**src/rtl/cnn_layer_accel_prefetch_ctrl.sv**
```systemverilog
// Row prefetch controller: issues one memory read per image row, streams the returned
// pixels into the prefetch buffer and holds each row until the reader consumes it.
module cnn_layer_accel_prefetch_ctrl #(
  parameter int unsigned PIXEL_WIDTH = 16,
  parameter int unsigned CNT_WIDTH   = 10,
  parameter int unsigned ADDR_WIDTH  = 32
) (
  input  logic                   wr_clk,
  input  logic                   rst,
  input  logic                   job_start,
  input  logic [ADDR_WIDTH-1:0]  job_base_addr,
  input  logic [ADDR_WIDTH-1:0]  job_row_stride,
  input  logic [CNT_WIDTH-1:0]   job_num_cols,
  input  logic [CNT_WIDTH-1:0]   job_num_rows,
  output logic                   job_busy,
  output logic                   job_done,
  output logic                   mem_req_valid,
  input  logic                   mem_req_ready,
  output logic [ADDR_WIDTH-1:0]  mem_req_addr,
  output logic [CNT_WIDTH-1:0]   mem_req_len,
  input  logic                   mem_rsp_valid,
  input  logic [PIXEL_WIDTH-1:0] mem_rsp_data,
  output logic                   mem_rsp_ready,
  output logic [PIXEL_WIDTH-1:0] pb_din,
  output logic                   pb_wr_en,
  output logic                   pb_job_fetch_ack,
  output logic                   row_ready,
  input  logic                   row_consumed,
  output logic                   protocol_err
);

  typedef enum logic [2:0] {StIdle, StReq, StStream, StWaitConsume, StDone} state_e;

  localparam logic [CNT_WIDTH-1:0] CntOne = CNT_WIDTH'(1);

  state_e                 state_q, state_d;
  logic [ADDR_WIDTH-1:0]  addr_q, addr_d;
  logic [ADDR_WIDTH-1:0]  stride_q, stride_d;
  logic [CNT_WIDTH-1:0]   cols_q, cols_d;
  logic [CNT_WIDTH-1:0]   rows_q, rows_d;
  logic [CNT_WIDTH-1:0]   col_cnt_q, col_cnt_d;
  logic [CNT_WIDTH-1:0]   row_idx_q, row_idx_d;
  logic [PIXEL_WIDTH-1:0] din_q, din_d;
  logic                   wr_en_q, wr_en_d;
  logic                   ack_q, ack_d;
  logic                   err_q, err_d;
  logic                   beat;

  assign beat = (state_q == StStream) && mem_rsp_valid;

  always_comb begin
    state_d   = state_q;
    addr_d    = addr_q;
    stride_d  = stride_q;
    cols_d    = cols_q;
    rows_d    = rows_q;
    col_cnt_d = col_cnt_q;
    row_idx_d = row_idx_q;
    wr_en_d   = beat;
    din_d     = beat ? mem_rsp_data : din_q;
    ack_d     = 1'b0;
    // A consume pulse is only legal while a row is being held for the reader.
    err_d     = err_q | (row_consumed && (state_q != StWaitConsume));

    unique case (state_q)
      StIdle: begin
        if (job_start) begin
          if ((job_num_cols != '0) && (job_num_rows != '0)) begin
            addr_d    = job_base_addr;
            stride_d  = job_row_stride;
            cols_d    = job_num_cols;
            rows_d    = job_num_rows;
            col_cnt_d = '0;
            row_idx_d = '0;
            ack_d     = 1'b1;
            state_d   = StReq;
          end else begin
            state_d = StDone;
          end
        end
      end
      StReq: begin
        if (mem_req_ready) state_d = StStream;
      end
      StStream: begin
        if (beat) begin
          col_cnt_d = col_cnt_q + CntOne;
          if (col_cnt_q == cols_q - CntOne) state_d = StWaitConsume;
        end
      end
      StWaitConsume: begin
        if (row_consumed) begin
          if (row_idx_q == rows_q - CntOne) begin
            state_d = StDone;
          end else begin
            row_idx_d = row_idx_q + CntOne;
            addr_d    = addr_q + stride_q;
            col_cnt_d = '0;
            ack_d     = 1'b1;
            state_d   = StReq;
          end
        end
      end
      StDone:  state_d = StIdle;
      default: state_d = StIdle;
    endcase
  end

  always_ff @(posedge wr_clk) begin
    if (rst) begin
      state_q   <= StIdle;
      addr_q    <= '0;
      stride_q  <= '0;
      cols_q    <= '0;
      rows_q    <= '0;
      col_cnt_q <= '0;
      row_idx_q <= '0;
      din_q     <= '0;
      wr_en_q   <= 1'b0;
      ack_q     <= 1'b0;
      err_q     <= 1'b0;
    end else begin
      state_q   <= state_d;
      addr_q    <= addr_d;
      stride_q  <= stride_d;
      cols_q    <= cols_d;
      rows_q    <= rows_d;
      col_cnt_q <= col_cnt_d;
      row_idx_q <= row_idx_d;
      din_q     <= din_d;
      wr_en_q   <= wr_en_d;
      ack_q     <= ack_d;
      err_q     <= err_d;
    end
  end

  assign job_busy         = (state_q != StIdle);
  assign job_done         = (state_q == StDone);
  assign mem_req_valid    = (state_q == StReq);
  assign mem_req_addr     = addr_q;
  assign mem_req_len      = cols_q;
  assign mem_rsp_ready    = (state_q == StStream);
  assign pb_din           = din_q;
  assign pb_wr_en         = wr_en_q;
  assign pb_job_fetch_ack = ack_q;
  assign row_ready        = (state_q == StWaitConsume);
  assign protocol_err     = err_q;

endmodule

```
**config.mk**
```make
export PLATFORM = sky130hd
export DESIGN_NAME = cnn_layer_accel_prefetch_ctrl
export DESIGN_NICKNAME = d
export VERILOG_FILES = /design/src/rtl/cnn_layer_accel_prefetch_ctrl.sv
export SDC_FILE = /design/constraint.sdc
export NUM_CORES = 1
export LEC_CHECK = 0
export BUFFER_PORTS_ARGS = -buffer_cell sky130_fd_sc_hd__buf_2
export CAP_MARGIN = 20
export CORE_MARGIN = 2
export CORE_UTILIZATION = 55
export DETAILED_ROUTE_END_ITERATION = 8
export PLACE_DENSITY = 0.83
export RECOVER_POWER = 25
export SETUP_SLACK_MARGIN = 0.02
export SLEW_MARGIN = 25
export SYNTH_ARGS = -nofsm -noshare
export SYNTH_HDL_FRONTEND = slang
export SYNTH_SLANG_ARGS = --single-unit
```
**constraint.sdc**
```tcl
create_clock -name wr_clk -period 3 [get_ports wr_clk]
set_input_delay 0.3 -clock wr_clk [delete_from_list [all_inputs] [get_ports wr_clk]]
set_output_delay 0.3 -clock wr_clk [all_outputs]
set_load 0.05 [all_outputs]
```
==> results of run 1 <==
cell type report:
class | instances | area (µm²)
flip-flops and latches | 126 | 2530
repair buffers | 187 | 936
fillers | 1140 | 3910
inverters | 23 | 86.3
well taps | 172 | 215
multi-input cells | 758 | 4480
clock inverters | 4 | 25.0
clock buffers | 27 | 543
where the power goes:
group          switching [mW]  total [mW]  internal, mW
Clock                   0.723        1.95          1.22
Sequential              0.336        2.38          2.04
Combinational            2.71        3.91          1.20
critical path, delay by kind of cell, from the launching register on:
family	cells	cell delay (ns)
simple gates	2	0.54
compound gates	6	1.58
flops	1	0.32
fa+ha+maj	1	0.38
final timing paths:
path	startpoint	endpoint	slack [ns]	depth (start not counted)
min reg2reg	pb_din[6]$_SDFFE_PP0P_	pb_din[6]$_SDFFE_PP0P_	0.45	2
max reg2reg	mem_req_addr[4]$_SDFFE_PP0P_	mem_req_addr[29]$_SDFFE_PP0P_	0.07	9
min	job_row_stride[22]	stride_q[22]$_SDFFE_PP0P_	0.11	3
max	mem_req_addr[4]$_SDFFE_PP0P_	mem_req_addr[29]$_SDFFE_PP0P_	0.07	9
sequential cells by signal, indices dropped and copies added, names as in the netlist:
register / cells
mem_req_addr: 32
stride_q: 32
pb_din: 16
col_cnt_q: 10
mem_req_len: 10
row_idx_q: 10
rows_q: 10
state_q: 3
pb_job_fetch_ack: 1
pb_wr_en: 1
protocol_err: 1
routing by layer:
layer	vias to the layer above	global-route usage, %
met5	-	0
met4	0	11.3
met3	38	5.36
met2	257	46.8
met1	3491	36.9
li1	3692	-
cells in the final DEF (no fill, tap or decap), types with 3 or more instances in the layout:
| master | instances |
|---|---|
| inv_1 | 22 |
| a221o_1 | 4 |
| buf_2 | 126 |
| a21oi_1 | 120 |
| nor2_1 | 64 |
| o41ai_1 | 3 |
| a211oi_1 | 10 |
| nand2b_1 | 10 |
| mux2i_1 | 7 |
| nor2b_1 | 4 |
| clkbuf_8 | 8 |
| dfxtp_2 | 3 |
| o21bai_1 | 6 |
| a31oi_1 | 14 |
| dfxtp_1 | 123 |
| nor3_1 | 18 |
| ha_1 | 35 |
| nand3_1 | 29 |
| and3_1 | 10 |
| nand4_1 | 14 |
| or3_1 | 5 |
| o21ai_0 | 40 |
| nor3b_1 | 5 |
| or4_1 | 3 |
| a22o_1 | 5 |
| clkbuf_16 | 17 |
| and2_1 | 8 |
| buf_4 | 14 |
| xnor2_1 | 27 |
| nand3b_1 | 3 |
| a221oi_1 | 5 |
| a311oi_1 | 6 |
| nor4_1 | 6 |
| o211ai_1 | 5 |
| a21o_1 | 13 |
| nand2_1 | 210 |
| xor2_1 | 27 |
| clkbuf_1 | 47 |
what timing repair did:
action / 4_1_cts / 5_1_grt
setup buffers: 0 / 1
endpoints found under the setup margin: 0 / 11
endpoints found under the hold margin: 0 / 0
resized for setup: 0 / 7
logic make-up (layout without fill, tap and decap cells):
logic type / Yosys count / after routing
xor gates and xnor gates: 54 / 54
DFF: 126 / 126
and+or+nand+nor: 399 / 399
adders and majority gates: 36 / 36
muxes: 10 / 10
AOI/OAI and AO/OA: 259 / 259
buffers and inverters: 73 / 241
==> metrics.yaml, run 1 <==
yosysMostFrequentCell: "nand2_1"
critPathLaunchType: "register"
fin_area_um2: 8810
gp_congestion: 0.886
die_area_um2: 14100
cts_buffers: 17
skew_ns: 0.00893
async_reset_ff_share_pct: 0
netlist.area_leader.share_pct: 34.8
power_mw: 8.24
core-area_um2: 12700
grt_pass1_wl_um: 32700
setup_viol: 0
cts_hold_buffers: 0
synthesis.nets: 1099
rows: 41
wl_met3_um: 1200
yosysSeqAreaShare_pct: 34.8
drt_iter0_markers: 665
arrival_ns: 3.25
max_stage_delay_ns: 0.46
setup-tns-final_ns: 0
num_vias: 7478
cp_cell_sequence: "ha_1, a21oi_2, o211ai_1, a31o_2, a2111o_1, nand3_1, o21ai_0, or4_1, a32o_1"
dr.pass1.iters: 5
die_w_um: 119
drv_cap: 0
ys_types: 64
finish.utilization_pct: 69.3
place_area_um2: 8260
yosys.area.top_type: "dfxtp_1"
hold_violations: 0
nets: 1255
ant_nets: 0
drive_gt1_share_pct: 17.1
synth_cells: 957
htreeDepth: 4
synth_simple_gate_area_share_pct: 24.7
post-place-ws_ns: 0.0887
timing.fmax_mhz: 342
n_antenna_cell: 0
synth-seq-cells: 126
cp_slowest_cell: "a2111o_1"
port_buffers: 171
synthFlopType: "dfxtp_1"
drt-vias-per-instance: 5.77
drt-met1-wl_um: 8990
synth_fa_ha_area_share_pct: 6.32
grt_util_all_layers_pct: 28.5
ys_top_cells_by_count: "nand2_1, dfxtp_1, a21oi_1"
cp.required_ns: 3.32
holdWs_ns: 0.108
grt_overflow: 0
route.met2.wl_um: 9690
cp_max_fo: 5
grt_pass1_vias: 6808
ctsRootBufferMaster: "clkbuf_16"
wl_per_cell_um: 15.7
synth_top_family_by_area: "simple AND/OR/NAND/NOR gates"
finalWorstSetupSlack_ns: 0.0749
start_util_pct: 56.9
antenna_found_initial: 0
cts_tree: "built"
synth_area_um2: 7240
ys_warn_count: 0
maxSlewViolCount: 0
status: "finished clean"
power_leakage_nw: 3.71
wl_um: 20300
placed_cells: 1265
final.min_clock_period_ns: 2.93
drc: 0
rsz0062_at_grt: "true"
synth_area_leaders: "dfxtp_1, nand2_1, a21oi_1"
fin_crit_sh_pct: 97.5
synth-compound-area-share_pct: 22.2
fin_cells: 1297
slew_headroom_pct: 48.2
cts.reportedPaths.clkPinSlew_ns: 0.06
clk_latency_ns: 0.43
cts_buffer_depth: 2
avgSynthCellArea_um2: 7.57
synthMuxAreaShare_pct: 1.59
critical_path_class: "register to register"
die_height_um: 119
top_layer_used: "met4"
io_pins: 172
clock_sinks: 126
syn_to_final_growth_pct: 21.7
dp_hpwl_um: 14300
grt_max_degree: 60
synth_edf_count: 0
max-vdd-ir-drop_uv: 657
power_density_nw_per_um2: 934
hold_class: "primary input to register"
worstSetupEndpointType: "register"
synthXorXnorAreaFrac_pct: 6.53
tightest_slew_ns: 0.778
(Power assumes the default switching activity.)
==> run 2, diff against run 1 <==
- PLACE_DENSITY: 0.83 -> unset
- PLACE_DENSITY_LB_ADDON: unset -> 0.25
==> run 2 against run 1 <==
  * Final area increased by 1.3%
  * Via count decreased by 0.59%
  * Wire length fell by 0.32%
  * Critical path type unchanged
  * Die area unchanged
  * Total power increased by 4.0%
  * Fmax up 0.66%
  * Combinational power is essentially flat
  * First-iteration DRC count is 27% lower
  * Highest routed layer unchanged
  * Global-route usage fell by 0.054 points
==> metrics.yaml, run 2 (synthesized netlist as in run 1, its figures left out) <==
hold_class: "primary input to register"
die_height_um: 119
drt-vias-per-instance: 5.72
drc: 0
syn_to_final_growth_pct: 23.3
grt_util_all_layers_pct: 28.5
max-vdd-ir-drop_uv: 604
fin_crit_sh_pct: 96.9
drive_gt1_share_pct: 17.4
cts_tree: "built"
arrival_ns: 3.22
antenna_found_initial: 0
clk_latency_ns: 0.42
power_leakage_nw: 3.75
cp_slowest_cell: "a2111o_1"
power_density_nw_per_um2: 959
worstSetupEndpointType: "register"
nets: 1256
cp_max_fo: 5
setup-tns-final_ns: 0
tightest_slew_ns: 0.687
cts_hold_buffers: 0
crit-reg2reg-launch: "mem_req_addr[4]$_SDFFE_PP0P_"
ant_nets: 0
max_stage_delay_ns: 0.46
die_area_um2: 14100
drv_cap: 0
gp_congestion: 0.895
cp.required_ns: 3.32
drt_iter0_markers: 483
wl_um: 20300
num_vias: 7434
core-area_um2: 12700
startpoint: "mem_req_addr[4]$_SDFFE_PP0P_"
wl_per_cell_um: 15.6
n_antenna_cell: 0
critPathLaunchType: "register"
grt_pass1_wl_um: 32900
final_common_cell: "nand2_1"
rsz0062_at_grt: "false"
path_buf_inv: 0
setup_viol: 0
grt_max_degree: 60
timing.fmax_mhz: 344
grt_overflow: 0
dr.pass1.iters: 5
htreeDepth: 4
hold_violations: 0
final.min_clock_period_ns: 2.91
skew_ns: 0.00414
cts.reportedPaths.clkPinSlew_ns: 0.06
crit_family: "compound AO/OA/AOI/OAI gates"
critical_path_class: "register to register"
ctsRootBufferMaster: "clkbuf_16"
port_buffers: 171
cp_cell_sequence: "ha_1, a21oi_2, o211ai_1, a31o_2, a2111o_1, nand3_1, o21ai_0, or4_1, a32o_1"
cts_buffers: 17
min_from: "job_row_stride[31]"
cts_buffer_depth: 2
clock_sinks: 126
grt_pass1_vias: 6874
start_util_pct: 56.9
rows: 41
holdWs_ns: 0.111
maxSlewViolCount: 0
io_pins: 172
dp_hpwl_um: 14200
die_w_um: 119
slew_headroom_pct: 54.1
status: "finished clean"
mostFrequentLayoutCells: "nand2_1, buf_2, dfxtp_1, a21oi_1, nor2_1"
## run 2: cell count changes in the layout (fill, tap and decap cells not counted), moves of 2 or more
cell       change
clkbuf_1       +2
a31oi_2        -2
clkbuf_8       -6
bufinv_16      +5
buf_2          -3
a31oi_4        +2
clkinv_2       +3
## run 2: routing by layer
metal / vias to the layer above / global-route usage [%] / wire [µm]
met4: 0 / 10.9 / 434
met2: 248 / 46.0 / 9550
met1: 3444 / 37.2 / 9150
li1: 3703 / - / -
met3: 39 / 6.03 / 1130
met5: - / 0 / 0
## run 2: what timing repair did
item | 4_1_cts | 5_1_grt
setup buffers | 0 | 1
gates resized for setup | 1 | 12
setup endpoints to repair | 1 | 12
pin swaps | 0 | 4
## run 2: path summary, 6_finish.rpt
path / endpoint / slack (ns) / depth (start not counted)
max reg2reg: mem_req_addr[29]$_SDFFE_PP0P_ / 0.09 / 9
min: stride_q[31]$_SDFFE_PP0P_ / 0.11 / 3
max: mem_req_addr[29]$_SDFFE_PP0P_ / 0.09 / 9
min reg2reg: pb_din[6]$_SDFFE_PP0P_ / 0.46 / 2
## run 2: metrics by stage
stage / area (µm²) / instances / setup slack (ns) / util [%] / power [mW]
2_1_floorplan: 7250 / 957 / 0.0319 / - / 5.33
3_3_place_gp: 8270 / 1266 / 0.204 / 65.0 / 6.22
3_5_place_dp: 8270 / 1266 / 0.108 / 65.0 / 6.28
4_1_cts: 8920 / 1298 / 0.0524 / 70.1 / 8.55
5_1_grt: 8930 / 1299 / 0.00427 / 70.2 / 9.06
6_report: 8930 / 1299 / 0.0940 / 70.2 / 8.57
## run 2: layout make-up
type	instances	area [µm²]
flip-flops and latches	126	2530
clock inverters	12	190
well taps	172	215
clock buffers	20	457
multi-input cells	758	4510
inverters	23	86.3
fillers	1107	3790
repair buffers	188	940
## run 2: report_power, final
group	switching, mW	internal, mW
logic	2.71	1.21
clock network	0.756	1.51
registers	0.339	2.04
## run 2: worst min-delay path: stages
cell and delay [ns]:
buf_2 0.09, nand2_1 0.04, a21oi_1 0.05
==> run 3, diff against run 2 <==
- ABC_AREA: unset -> 1
==> run 3 against run 2 <==
  * Sequential cell count unchanged
  * Final area increased by 7.4%
  * Critical path depth is 6 higher
  * First-iteration DRC count increased by 40%
  * Wire length grew 13%
  * Via count rose by 19%
  * Register-to-register slack improved by 0.34 ns
  * Count of clock-buffer cells in the layout down 2
  * Die area grew 11%
  * Sequential power about the same
  * Largest cell class unchanged
==> metrics.yaml, run 3 <==
synth_edf_count: 0
antenna_found_initial: 0
maxSlewViolCount: 0
final.min_clock_period_ns: 2.57
use_met2_pct: 48.6
sw_frac_of_total_pct: 46.7
clock_sinks: 126
grtUsageMet3_pct: 5.95
cp_max_fo: 25
netlist.area_leader.share_pct: 31.2
yosysSeqAreaShare_pct: 31.2
tightest_slew_ns: 0.626
synth_cells: 1273
core-area_um2: 14400
multi_input_area_um2: 5000
fin_crit_sh_pct: 85.6
drc: 0
rsz0062_at_grt: "false"
synth_area_um2: 8090
top_usage_layer: "met2"
yosysMostFrequentCell: "nand2_1"
dr.pass1.iters: 6
worstSetupEndpointType: "register"
cp.required_ns: 3.36
timing.fmax_mhz: 389
cp_cell_sequence: "inv_2, ha_1, inv_1, nand2_1, nand3_1, nand2_1, nor2_1, nand3_1, nor2_1, nand3_2, nand3_4, nand2_2, inv_6, nand2_1, a21oi_1"
drive_gt1_share_pct: 13.6
regArea_um2: 2520
grt_util_all_layers_pct: 29.1
p_clk_share_pct: 24.7
arrival_ns: 2.93
ys_types: 41
clk_latency_ns: 0.43
grt_overflow: 0
die_height_um: 125
skew_ns: 0.00615
setup_viol: 0
hold_class: "primary input to register"
cts_buffers: 17
wl_um: 22800
critical_path_class: "register to register"
synthesis.nets: 1415
drt_iter0_markers: 675
ctsRootBufferMaster: "clkbuf_16"
fill_cells: 1368
yosys.area.top_type: "dfxtp_1"
grt_max_degree: 66
status: "finished clean"
grt_pass1_wl_um: 38100
mostFrequentLayoutCells: "nand2_1, nor2_1, dfxtp_1, buf_2, o21ai_0"
hold_violations: 0
drv_cap: 0
cts_tree: "built"
avgSynthCellArea_um2: 6.35
post-place-ws_ns: 0.358
cts_hold_buffers: 0
gp_congestion: 0.971
async_reset_ff_share_pct: 0
critPathLaunchType: "register"
final_common_cell: "nand2_1"
cts_buffer_depth: 2
num_vias: 8820
dp_hpwl_um: 16800
grt_use_met1_pct: 37.3
cp_slowest_cell: "dfxtp_1"
seqPwrFrac_pct: 27.6
p_switching_mw: 4.04
cts.reportedPaths.clkPinSlew_ns: 0.06
placed_cells: 1590
ant_nets: 0
holdWs_ns: 0.0887
ys_warn_count: 0
power_leakage_nw: 4.49
port_buffers: 171
max-vdd-ir-drop_uv: 531
ys_top_cells_by_count: "nand2_1, nor2_1, dfxtp_1"
crit_top_cell: "nand2_1"
syn_to_final_growth_pct: 18.6
synth-seq-cells: 126
finalWorstSetupSlack_ns: 0.432
die_w_um: 125
slew_headroom_pct: 58.4
die_area_um2: 15700
start_util_pct: 56.1
drt-vias-per-instance: 5.44
max_stage_delay_ns: 0.36
rows: 44
n_antenna_cell: 0
fin_cells: 1622
synth_area_leaders: "dfxtp_1, nand2_1, nor2_1"
setup-tns-final_ns: 0
io_pins: 172
grt_pass1_vias: 8201
p_int_mw: 4.60
wl_per_cell_um: 14.1
htreeDepth: 4
combPwrFrac_pct: 47.7
power_density_nw_per_um2: 900
nets: 1567
synthFlopType: "dfxtp_1"
[run 3: area by class of cell]
class | count | share of cell area, %
clock inverter | 14 | 1.72
sequential | 126 | 26.3
clock buffer | 18 | 4.58
inverter | 89 | 3.54
tap | 184 | 2.40
timing repair buffer | 182 | 9.29
multi-input combinational | 1009 | 52.2
[run 3: metal layers]
layer | vias up | share of wire (%)
li1 | 4457 | -
met1 | 3986 | 44
met4 | 0 | 2.6
met2 | 315 | 47
met5 | - | 0
met3 | 62 | 6.6
[run 3: cell families after synthesis]
group                      Yosys count  synth area share [%]
muxes                                2                 0.247
adders and majority gates           36                  5.66
and+or+nand+nor                    740                  39.4
xor gates and xnor gates            34                  3.68
AOI/OAI and AO/OA                  197                  12.8
DFF                                126                  31.2
buffers and inverters              138                  7.01
[run 3: power by group through the flow]
stage	clock [mW]	combinational (mW)	sequential [mW]
2_1_floorplan	0	2.55	3.05
3_3_place_gp	0	4.04	2.40
3_5_place_dp	0	4.09	2.41
4_1_cts	2.15	4.13	2.38
5_1_grt	2.24	4.57	2.44
6_report	2.14	4.12	2.39
[run 3: repair_timing]
action | in CTS | in global routing
gates resized for setup | 0 | 2
endpoints found under the setup margin | 0 | 1
buffers inserted | 0 | 0
[run 3: critical path, delay by kind of cell (launching register included)]
family | cells | cell delay [ns]
AND/OR/NAND/NOR | 10 | 1.32
buffers and inverters | 3 | 0.41
adder cells (fa/ha/maj) | 1 | 0.26
flip-flops | 1 | 0.36
AO/OA/AOI/OAI | 1 | 0.14
[run 3: through the flow]
stage	power, mW	utilization (%)	instance area [µm²]
after floorplan	5.60	-	8090
after global placement	6.44	62.7	9040
after detailed placement	6.50	62.7	9040
after CTS	8.66	66.9	9650
after global routing	9.25	66.5	9590
final	8.64	66.5	9590
[run 3: path summary, 6_finish.rpt]
path	startpoint	to	slack (ns)	depth (start not counted)
hold reg to reg	protocol_err$_SDFF_PP0_	protocol_err$_SDFF_PP0_	0.48	2
setup / recovery	rows_q[0]$_SDFFE_PP0P_	col_cnt_q[0]$_SDFFE_PP0P_	0.43	15
setup reg to reg	rows_q[0]$_SDFFE_PP0P_	col_cnt_q[0]$_SDFFE_PP0P_	0.43	15
hold / removal	mem_rsp_data[0]	pb_din[0]$_SDFFE_PP0P_	0.09	3
